File: config.mk
export PLATFORM = sky130hd
export DESIGN_NAME = pipe_stage_reg
export DESIGN_NICKNAME = d
export VERILOG_FILES = /design/src/rtl/pipe_stage_reg.sv
export SDC_FILE = /design/constraint.sdc
export NUM_CORES = 1
export LEC_CHECK = 0
export CAP_MARGIN = 20
export CORE_ASPECT_RATIO = 0.6
export CORE_MARGIN = 2
export CORE_UTILIZATION = 35
export CTS_CLUSTER_DIAMETER = 50
export DETAILED_ROUTE_END_ITERATION = 8
export DONT_BUFFER_PORTS = 1
export PLACE_DENSITY_LB_ADDON = 0.3
export SLEW_MARGIN = 20
export SYNTH_ARGS = -nofsm -noshare
export SYNTH_HDL_FRONTEND = slang
export SYNTH_SLANG_ARGS = --single-unit
File: constraint.sdc
create_clock -name clk -period 19.87 [get_ports clk]
set_input_delay 2.9805 -clock clk [delete_from_list [all_inputs] [get_ports clk]]
set_output_delay 2.9805 -clock clk [all_outputs]
set_load 0.005 [all_outputs]
File: src/rtl/pipe_stage_reg.sv
// Parametrised pipeline stage register: two-entry skid buffer (head H, skid S)
// with valid/ready handshake, flush/req clearing to an all-zero NOP bubble.
module pipe_stage_reg #(
    parameter int unsigned WIDTH   = 32,
    parameter int unsigned NFIELDS = 7,
    parameter bit          PC_KEEP = 1'b1
) (
    input  logic                     clk,
    input  logic                     rst,
    input  logic                     req,
    input  logic                     flush,
    input  logic                     in_valid,
    output logic                     in_ready,
    input  logic [NFIELDS*WIDTH-1:0] in_data,
    input  logic [31:0]              in_pc,
    output logic                     out_valid,
    input  logic                     out_ready,
    output logic [NFIELDS*WIDTH-1:0] out_data,
    output logic [31:0]              out_pc,
    output logic [1:0]               out_count
);

    localparam int unsigned DW = NFIELDS * WIDTH;
    localparam int unsigned PW = 32;

    typedef enum logic [1:0] {
        EMPTY = 2'd0,
        ONE   = 2'd1,
        TWO   = 2'd2
    } state_t;

    state_t          state, state_n;
    logic [DW-1:0]   h_data, h_data_n, s_data, s_data_n;
    logic [PW-1:0]   h_pc, h_pc_n, s_pc, s_pc_n;
    logic            acc_in, acc_out;

    // Ready depends only on registered occupancy and the clear inputs.
    assign in_ready  = (state != TWO) & ~req & ~flush;
    assign out_valid = (state != EMPTY);
    assign acc_in    = in_valid & in_ready;
    assign acc_out   = out_valid & out_ready;
    assign out_count = state;
    assign out_data  = out_valid ? h_data : '0;
    assign out_pc    = h_pc;

    always_ff @(posedge clk or posedge rst) begin
        if (rst) begin
            state  <= EMPTY;
            h_data <= '0;
            h_pc   <= '0;
            s_data <= '0;
            s_pc   <= '0;
        end else begin
            state  <= state_n;
            h_data <= h_data_n;
            h_pc   <= h_pc_n;
            s_data <= s_data_n;
            s_pc   <= s_pc_n;
        end
    end

    // Next state and storage; vacated registers are zeroed so they read as NOP.
    always_comb begin
        state_n  = state;
        h_data_n = h_data;
        h_pc_n   = h_pc;
        s_data_n = s_data;
        s_pc_n   = s_pc;
        if (req) begin
            state_n  = EMPTY;
            h_data_n = '0;
            h_pc_n   = '0;
            s_data_n = '0;
            s_pc_n   = '0;
        end else if (flush) begin
            state_n  = EMPTY;
            h_data_n = '0;
            h_pc_n   = PC_KEEP ? h_pc : '0;
            s_data_n = '0;
            s_pc_n   = '0;
        end else begin
            unique case (state)
                EMPTY: begin
                    if (acc_in) begin
                        state_n  = ONE;
                        h_data_n = in_data;
                        h_pc_n   = in_pc;
                    end
                end
                ONE: begin
                    if (acc_in && acc_out) begin
                        h_data_n = in_data;
                        h_pc_n   = in_pc;
                    end else if (acc_in) begin
                        state_n  = TWO;
                        s_data_n = in_data;
                        s_pc_n   = in_pc;
                    end else if (acc_out) begin
                        state_n  = EMPTY;
                        h_data_n = '0;
                        h_pc_n   = '0;
                    end
                end
                TWO: begin
                    if (acc_out) begin
                        state_n  = ONE;
                        h_data_n = s_data;
                        h_pc_n   = s_pc;
                        s_data_n = '0;
                        s_pc_n   = '0;
                    end
                end
                default: begin
                    state_n  = EMPTY;
                    h_data_n = '0;
                    h_pc_n   = '0;
                    s_data_n = '0;
                    s_pc_n   = '0;
                end
            endcase
        end
    end

endmodule

== Yosys cells after proc, flatten, opt, wreduce, memory -nomap -nowiden ==
Cells that the tools add are included.
Storage, ports and cells
  bits in registers: 514
  bits of input ports: 262
  output and inout port bits: 260
  logic and storage cells: 67
Operators by class
  eq/ne operators: 16
  muxes and demuxes: 33
  bitwise operators: 6
  reduce and logical (&&, ||, !) cells: 7
Operators with widths (count)
  $mux 224: 11
  $pmux 224 s3: 2
  $mux 32: 10
  $pmux 32 s3: 2
  $ne 4x4->1 const B: 6
  $ne 5x5->1 const B: 3
  $mux 2: 7
  $reduce_and 4->1: 3
  $ne 3x3->1 const B: 3
  $pmux 2 s3: 1
  $reduce_and 5->1: 1
  $and 1x1->1: 4
  $ne 2x2->1 const B: 2
  $eq 2x1->1 const B: 1
  $eq 2x2->1 const B: 1
  $logic_not 2->1: 1
  $not 1->1: 2
  $reduce_bool 2->1: 1
  $logic_and 1x1->1: 1

== Logic depth before layout (Yosys ltp) ==
Gate-level depths: netlist of run 1.
  depth in word-level cells: 9
  depth in mapped cells: 7
  depth with buffers taken out: 4

== Worst setup path before layout of run 1 ==
Ideal clock, no wire load.
  path type: input port to output port
  start point: input port req
  end point: output port in_ready
  data arrival time: 3512 ps
  required time: 16889 ps
  setup slack: 13378 ps
  stages on the path: 3
  path buffers: 1
  cell sequence: or2_1 clkbuf_1 nor2_1
Between the ends
  word-level cells in the longest chain between the ends: 3
Ends and longest elaborated chain
  start, declared: line 10  | input logic req,
  $not 1->1: line 38  | assign in_ready = (state != TWO) & ~req & ~flush;
  $and 1x1->1 (2 in series): line 38
  end, declared: line 13  | output logic in_ready,
No other way between the ends.

== Final worst setup path of run 1 ==
Same ends and word-level chain as after synthesis.

==> results_dict.tcl, run 1 <==
set metrics [dict create \
    p_leak_nw 12.93 \
    timing_hold_violations_final 0 \
    ios 522 \
    fillCellCount 7255 \
    drt_iter0_drc 1297 \
    htreeDepth 2 \
    period_minus_slack_ns 6.451 \
    cts_tree "built" \
    cts_root_buf "clkbuf_16" \
    ctsResizeCount 0 \
    vias_per_cell 5.485 \
    grt_pass1_vias 19000 \
    gp_congestion 0.7972 \
    grt_pass1_wl_um 118800 \
    hpwl_um 47680 \
    regArea_um2 12870 \
    clock-sinks 514 \
    multiInputGateArea_um2 12210 \
    synth_cell_types 24 \
    critPathLaunch "req" \
    max-vdd-ir-drop_mv 0.06103 \
    finalSetupTns_ns 0 \
    setup_viol 0 \
    r2r_end "h_data[0]" \
    p_per_area_nw_per_um2 78.98 \
    cts_setup_buffers 0 \
    fmax_mhz 155.0 \
    critical_path_peak_fanout 5 \
    critPathTopFamily "simple AND/OR/NAND/NOR gates" \
    cp.arrival_ns 3.47 \
    endpoint_kind "output pin" \
    power_mw 2.321 \
    path_buf_inv 0 \
    clock_skew_ns 0.02052 \
    cts_buffers 54 \
    clockBufferDepth 3 \
    start_util 0.3556 \
    cp_slowest_cell "or2_1" \
    worstSetupPathType "in2out" \
    ys_warn_count 0 \
    maxCapViolCount 0 \
    r2r-start "out_count[1]" \
    cts_hold_buf 0 \
    grt_max_degree 185 \
    antenna_found_initial 1 \
    r2r_cells 7 \
    max_slew_margin 0.2508 \
    synth_area_um2 27040 \
    period_share 0.3247 \
    synthCells 2526 \
    hold_depth 1 \
    ys_seq_area_frac 0.4757 \
    crit_required_ns 16.89 \
    grt_setup_unrepaired "false" \
    mostFrequentLayoutCells "mux2i_1 (512), dfrtp_1 (512), inv_1 (257), nand2_1 (257)" \
    die_y_um 219.3 \
    grt_usage 0.1890 \
    yosys_register_bits 514 \
    drive_gt1_frac 0.05274 \
    drcViolationCount 0 \
    totalWireLength_um 78050 \
    syn_nets 2788 \
    reg2reg_slack_ns 15.35 \
    drtPass1Iterations 5 \
    clkSlewWorstSetupHoldPaths_ns 0.06 \
    core_area_um2 76030 \
    finalNetCount 2651 \
    layout.cells.non_filler 3427 \
    status "finished clean" \
    path_depth 2 \
    worst_slew_pin_slew_ns 1.124 \
    vias 18796 \
    die_w_um 362.8 \
    min_path_type "reg2reg" \
    port_buffers 0 \
    cp_slowest_stage_delay_ns 0.32 \
    dieArea_um2 79560 \
    antenna_cells 0 \
    wl_per_cell_um 22.77 \
    clk_latency_ns 0.60 \
    crit_chain "or2_1 -> nor2_1" \
    overflow 0 \
    maxSlewViolCount 0 \
    cp-start-kind "input port" \
    area_delta_synth_final_pct 8.714 \
    fp-row-count 78 \
    ant_nets 0 \
    placed_cells 3330 \
    cp-endpoint "in_ready" \
    syn_area_per_cell_um2 10.70 \
]
[stage by stage]
| stage | area (um^2) | setup slack (ns) | utilization | hold slack, ns |
|---|---|---|---|---|
| floorplan | 27040 | 2.533 | - | 0.4643 |
| finish | 29390 | 13.42 | 0.3866 | 0.4955 |
| detailed placement | 27550 | 13.07 | 0.3624 | 0.4834 |
| global placement | 27550 | 13.08 | 0.3624 | 0.4792 |
| global route | 29390 | 13.27 | 0.3866 | 0.5107 |
| CTS | 29330 | 13.15 | 0.3858 | 0.5006 |
[final cells by class]
class,instances,area share
clock inverters,15,0.006300
repair buffers,32,0.01039
flip-flops and latches,514,0.4378
clock buffers,79,0.05432
multi-input cells,1529,0.4154
inverters,258,0.03320
well taps,1000,0.04257
[registers in the layout, summed over array words and instances, names as in the netlist]
signal / cells
s_pc: 32
out_pc: 32
s_data: 224
h_data: 224
out_count: 2
[cell families after synthesis]
group,Yosys count,share of synthesized area
and+or+nand+nor,497,0.09158
DFF,514,0.4757
AOI/OAI and AO/OA,518,0.1678
buffers and inverters,483,0.07372
muxes,514,0.1912
[worst min-delay path by stage]
stage	from	endpoint	slack (ns)
floorplan	h_data[196]	h_data[196]	0.46
global placement	h_data[178]	h_data[178]	0.48
detailed placement	h_data[113]	h_data[113]	0.48
CTS	h_data[178]	h_data[178]	0.50
global route	h_data[52]	h_data[52]	0.51
finish	h_data[178]	h_data[178]	0.50
[where the power goes]
part	switching, mW	internal [mW]
registers	0.0229	1.08
clock network	0.442	0.596
logic	0.118	0.0669
total	0.583	1.74
[Yosys cell counts, drive strengths merged]
| master | number | area, um^2 |
|---|---|---|
| nor3 | 1 | 5.000 |
| nor2 | 5 | 26.27 |
| inv | 258 | 968.4 |
| o22a | 1 | 8.760 |
| nor3b | 1 | 7.510 |
| a22o | 256 | 2242 |
| nor4b | 1 | 23.77 |
| nand2 | 258 | 968.4 |
| and3 | 2 | 12.51 |
| dfrtp | 514 | 12860 |
| buf | 157 | 769.5 |
| a21oi | 3 | 15.01 |
| nor2b | 3 | 18.77 |
| o22ai | 1 | 6.260 |
| clkbuf | 68 | 255.2 |
| o2bb2ai | 256 | 2242 |
| mux2i | 514 | 5170 |
| o31ai | 1 | 21.27 |
| and2 | 224 | 1401 |
| or2 | 2 | 12.51 |
[metal layers]
| metal | GRT usage | part of all wire | wire length, um | vias up |
|---|---|---|---|---|
| met4 | 0.05076 | 0.023 | 1773 | 2 |
| met3 | 0.05864 | 0.076 | 5914 | 113 |
| li1 | - | - | - | 8539 |
| met2 | 0.2969 | 0.46 | 36040 | 502 |
| met5 | 0 | 0.000090 | 7 | - |
| met1 | 0.2518 | 0.44 | 34310 | 9640 |
Note: power is estimated with default switching activity, not from simulation.
==> inputs of run 2 (changes only) <==
Clock period 19.87 ns to 5.9 ns, I/O delays scaled along.
==> results_dict.tcl, run 2 (synthesis results as in run 1) <==
set metrics [dict create \
    maxCapViolCount 0 \
    final_cell_area_um2 29590 \
    r2r-start "out_count[1]" \
    antenna_found_initial 1 \
    wl_per_cell_um 23.01 \
    pwr-share-comb 0.080 \
    die_y_um 219.3 \
    max-vdd-ir-drop_mv 0.1653 \
    p_clk_frac 0.455 \
    drcViolationCount 0 \
    swShare 0.2507 \
    gp_congestion 0.7944 \
    setup_viol 0 \
    clock-sinks 514 \
    cp.arrival_ns 2.92 \
    cts_buffers 54 \
    ctsResizeCount 0 \
    reg_top3 "h_data (224), s_data (224)" \
    fp-row-count 78 \
    power_mw 7.941 \
    ant_nets 0 \
    vias_per_cell 5.479 \
    switchingPower_mw 1.991 \
    grt_setup_unrepaired "false" \
    cts_setup_buffers 0 \
    grt_usage 0.1939 \
    period_minus_slack_ns 3.805 \
    max_slew_margin 0.2669 \
    grt_max_degree 157 \
    fillCellCount 7308 \
    grt_pass1_wl_um 121600 \
    min_path_type "in2async" \
    clk_latency_ns 0.61 \
    critical_path_peak_fanout 104 \
    fmax_mhz 262.8 \
    core_area_um2 76030 \
    worst_slew_pin_slew_ns 1.100 \
    ios 522 \
    cts_tree "built" \
    reg2reg_slack_ns 2.41 \
    mostFrequentLayoutCells "mux2i_1 (512), dfrtp_1 (512), inv_1 (257), nand2_1 (257)" \
    maxSlewViolCount 0 \
    die_w_um 362.8 \
    worstSetupPathType "reg2out" \
    cts_hold_buf 0 \
    r2r_end "h_data[177]" \
    htreeDepth 2 \
    multiInputGateArea_um2 12210 \
    grt_pass1_vias 19306 \
    port_buffers 0 \
    clock_skew_ns 0.03179 \
    timing_hold_violations_final 0 \
    clkSlewWorstSetupHoldPaths_ns 0.06 \
    clockBufferDepth 3 \
    regArea_um2 12870 \
    r2r_cells 6 \
    crit_required_ns 5.02 \
    utilization 0.3892 \
    totalWireLength_um 79200 \
    cts_root_buf "clkbuf_16" \
    cp-start-kind "flip-flop" \
    drive_gt1_frac 0.05735 \
    start_util 0.3556 \
    drtPass1Iterations 5 \
    drt_iter0_drc 1205 \
    area_delta_synth_final_pct 9.450 \
    power_frac_seq 0.465 \
    finalNetCount 2660 \
    hpwl_um 48840 \
    vias 18859 \
    dpl-instance-area_um2 27750 \
    overflow 0 \
    p_int_mw 5.950 \
    endpoint_kind "output pin" \
    period_share 0.6449 \
    p_leak_nw 13.03 \
    p_per_area_nw_per_um2 268.4 \
    dieArea_um2 79560 \
    status "finished clean" \
]
run 2: cell types whose count changed in the layout (fill, tap and decap cells not counted):
cell        delta
buf_12         +8
buf_16         -1
buf_4          +4
buf_6          -2
bufinv_16      +3
clkbuf_1       +2
clkbuf_8       -4
clkinv_2       +4
clkinv_4       +2
clkinvlp_4     +1
diode_2        +1
inv_6          -1
inv_8          -2
run 2: per-stage QoR:
step | hold WS (ns) | worst slack, ns | TNS (ns) | instances
final | 0.3300 | 2.095 | 0 | 3442
after detailed placement | 0.4825 | 2.350 | 0 | 3342
after global routing | 0.2996 | 1.898 | 0 | 3441
after floorplan | 0.4643 | -1.965 | -1010.16 | 2526
after global placement | 0.4793 | 2.356 | 0 | 3342
after CTS | 0.2912 | 1.973 | 0 | 3441
run 2: critical path, stage by stage, from the launching register on:
cell     delay, ns
dfrtp_4       0.75
or2_4         0.72
buf_12        0.36
and2_1        0.29
run 2: final cells by class:
class | instances | area share
inverters | 258 | 0.03285
repair buffers | 41 | 0.01505
flip-flops and latches | 514 | 0.4349
diodes | 1 | 0.00008456
multi-input cells | 1529 | 0.4126
clock buffers | 77 | 0.05234
clock inverters | 22 | 0.009894
well taps | 1000 | 0.04228
run 2: routing by layer:
metal | GRT usage | wire [um] | vias to the layer above
met5 | 0 | 0 | -
met4 | 0.05588 | 2001 | 0
met3 | 0.06336 | 6331 | 110
met2 | 0.2921 | 35050 | 501
met1 | 0.2651 | 35820 | 9674
li1 | - | - | 8574
run 2: worst max-delay path by stage:
| stage | from | endpoint | cells after the start |
|---|---|---|---|
| after global placement | out_count[1] | h_data[164] | 6 |
| after detailed placement | out_count[1] | s_data[34] | 5 |
| after floorplan | rst | h_data[0] | 1 |
| final | out_count[1] | out_data[54] | 3 |
| after global routing | out_count[1] | out_data[70] | 3 |
| after CTS | out_count[1] | out_data[30] | 3 |
run 2: power by group through the flow:
stage / sequential (mW) / combinational (mW) / clock, mW
after floorplan: 3.73 / 0.498 / 0
after global placement: 3.75 / 0.634 / 0
after detailed placement: 3.75 / 0.651 / 0
after CTS: 3.69 / 0.651 / 3.71
after global routing: 3.70 / 0.708 / 3.86
final: 3.69 / 0.639 / 3.61
==> inputs of run 3 (changes only) <==
Clock period 5.9 ns to 3.1 ns, I/O delays scaled along.
==> results_dict.tcl, run 3 (synthesis results as in run 1) <==
set metrics [dict create \
    drcViolationCount 0 \
    r2r_cells 5 \
    max_slew_margin 0.2774 \
    crit_required_ns 2.63 \
    worst_slew_pin_slew_ns 1.084 \
    period_share 0.8938 \
    port_buffers 0 \
    dieArea_um2 79560 \
    met3_length_um 6322 \
    reg_top3 "h_data (224), s_data (224)" \
    drt_iter0_drc 1616 \
    cp.arrival_ns 2.31 \
    die_y_um 219.3 \
    reg2reg_slack_ns 0.85 \
    wl_met2_um 38320 \
    cp-start-kind "flip-flop" \
    mostFrequentLayoutCells "mux2i_1 (512), dfrtp_1 (512), dlygate4sd3_1 (258), inv_1 (257), nand2_1 (257)" \
    clock-sinks 514 \
    maxSlewViolCount 0 \
    die_w_um 362.8 \
    setup_viol 0 \
    p_per_area_nw_per_um2 479.9 \
    finalNetCount 2934 \
    grt_setup_unrepaired "false" \
    clk_latency_ns 0.61 \
    fmax_mhz 360.9 \
    endpoint_kind "output pin" \
    grt_pass1_wl_um 131000 \
    placed_cells 3356 \
    hpwl_um 49730 \
    cp_slowest_cell "dfrtp_4" \
    path_depth 3 \
    drt-met1-wl_um 38230 \
    max-vdd-ir-drop_mv 0.4784 \
    vias_per_cell 5.524 \
    critPathLaunch "out_count[1]" \
    cts_setup_buffers 0 \
    ant_nets 0 \
    wl_per_cell_um 22.88 \
    cp_slowest_stage_delay_ns 0.53 \
    htreeDepth 2 \
    highest_layer "met4" \
    cts_hold_buf 258 \
    grt_max_degree 153 \
    area_delta_synth_final_pct 20.43 \
    worst_slack_ns 0.3293 \
    layout.cells.non_filler 3717 \
    cts_root_buf "clkbuf_16" \
    antenna_found_initial 1 \
    ios 522 \
    clockBufferDepth 3 \
    cts_tree "built" \
    clock_skew_ns 0.01997 \
    vias 20532 \
    dp_slack_ns 0.9078 \
    antenna_cells 0 \
    r2r_end "h_data[169]" \
    p_leak_nw 14.26 \
    start_util 0.3556 \
    grt_pass1_vias 20873 \
    grt_usage 0.2086 \
    maxCapViolCount 0 \
    cp-endpoint "out_data[39]" \
    drtPass1Iterations 5 \
    r2r-start "out_count[1]" \
    ctsResizeCount 0 \
    clkSlewWorstSetupHoldPaths_ns 0.07 \
    path_buf_inv 1 \
    status "finished clean" \
    critPathTopFamily "simple AND/OR/NAND/NOR gates" \
    finalSetupTns_ns 0 \
    overflow 0 \
    timing_hold_violations_final 0 \
    crit_chain "or2_4 -> buf_12 -> and2_1" \
    totalWireLength_um 85050 \
    cts_buffers 56 \
    period_minus_slack_ns 2.771 \
    min_path_type "in2reg" \
    fp-row-count 78 \
    worstSetupPathType "reg2out" \
    drive_gt1_frac 0.06073 \
    critical_path_peak_fanout 101 \
    gp_congestion 0.8026 \
    core_area_um2 76030 \
]
run 3: where the power goes:
part | switching, mW | internal (mW) | leakage (nW)
Clock | 3.00 | 4.02 | 0.953
Sequential | 0.138 | 6.89 | 7.09
Combinational | 0.880 | 0.688 | 6.22
run 3: layout make-up:
class	instances	area, um^2
clock buffers	78	1655
fillers	7062	43460
clock inverters	25	282.8
well taps	1000	1251
flip-flops and latches	514	12870
multi-input cells	1529	12210
inverters	258	972.2
repair buffers	313	3321
run 3: worst reg2reg max path: stages (launching register included):
cell and delay (ns):
dfrtp_4 0.56, nor4b_4 0.42, and3_2 0.55, buf_4 0.33, o2bb2ai_1 0.15, a22o_1 0.16
run 3: routing by layer:
layer	vias to the layer above	track usage
li1	9138	-
met1	10498	0.2938
met2	743	0.3189
met3	153	0.05025
met4	0	0.05781
met5	-	0
run 3: worst min path at each step:
stage / from / endpoint / slack [ns] / depth (start not counted)
2_1_floorplan: h_data[196] / h_data[196] / 0.46 / 1
3_3_place_gp: rst / s_data[198] / 0.35 / 1
3_5_place_dp: rst / s_data[198] / 0.34 / 1
4_1_cts: in_pc[13] / out_pc[13] / 0.03 / 2
5_1_grt: in_data[61] / h_data[61] / 0.04 / 2
6_report: in_data[81] / h_data[81] / 0.08 / 2
run 3: per-stage QoR:
| step | util | cell area, um^2 | hold WS [ns] | power, mW |
|---|---|---|---|---|
| CTS | 0.4283 | 32560 | 0.03017 | 15.81 |
| detailed placement | 0.3688 | 28040 | 0.3429 | 8.420 |
| global route | 0.4283 | 32560 | 0.04346 | 16.26 |
| floorplan | - | 27040 | 0.4643 | 8.043 |
| finish | 0.4283 | 32560 | 0.08183 | 15.63 |
| global placement | 0.3688 | 28040 | 0.3455 | 8.389 |
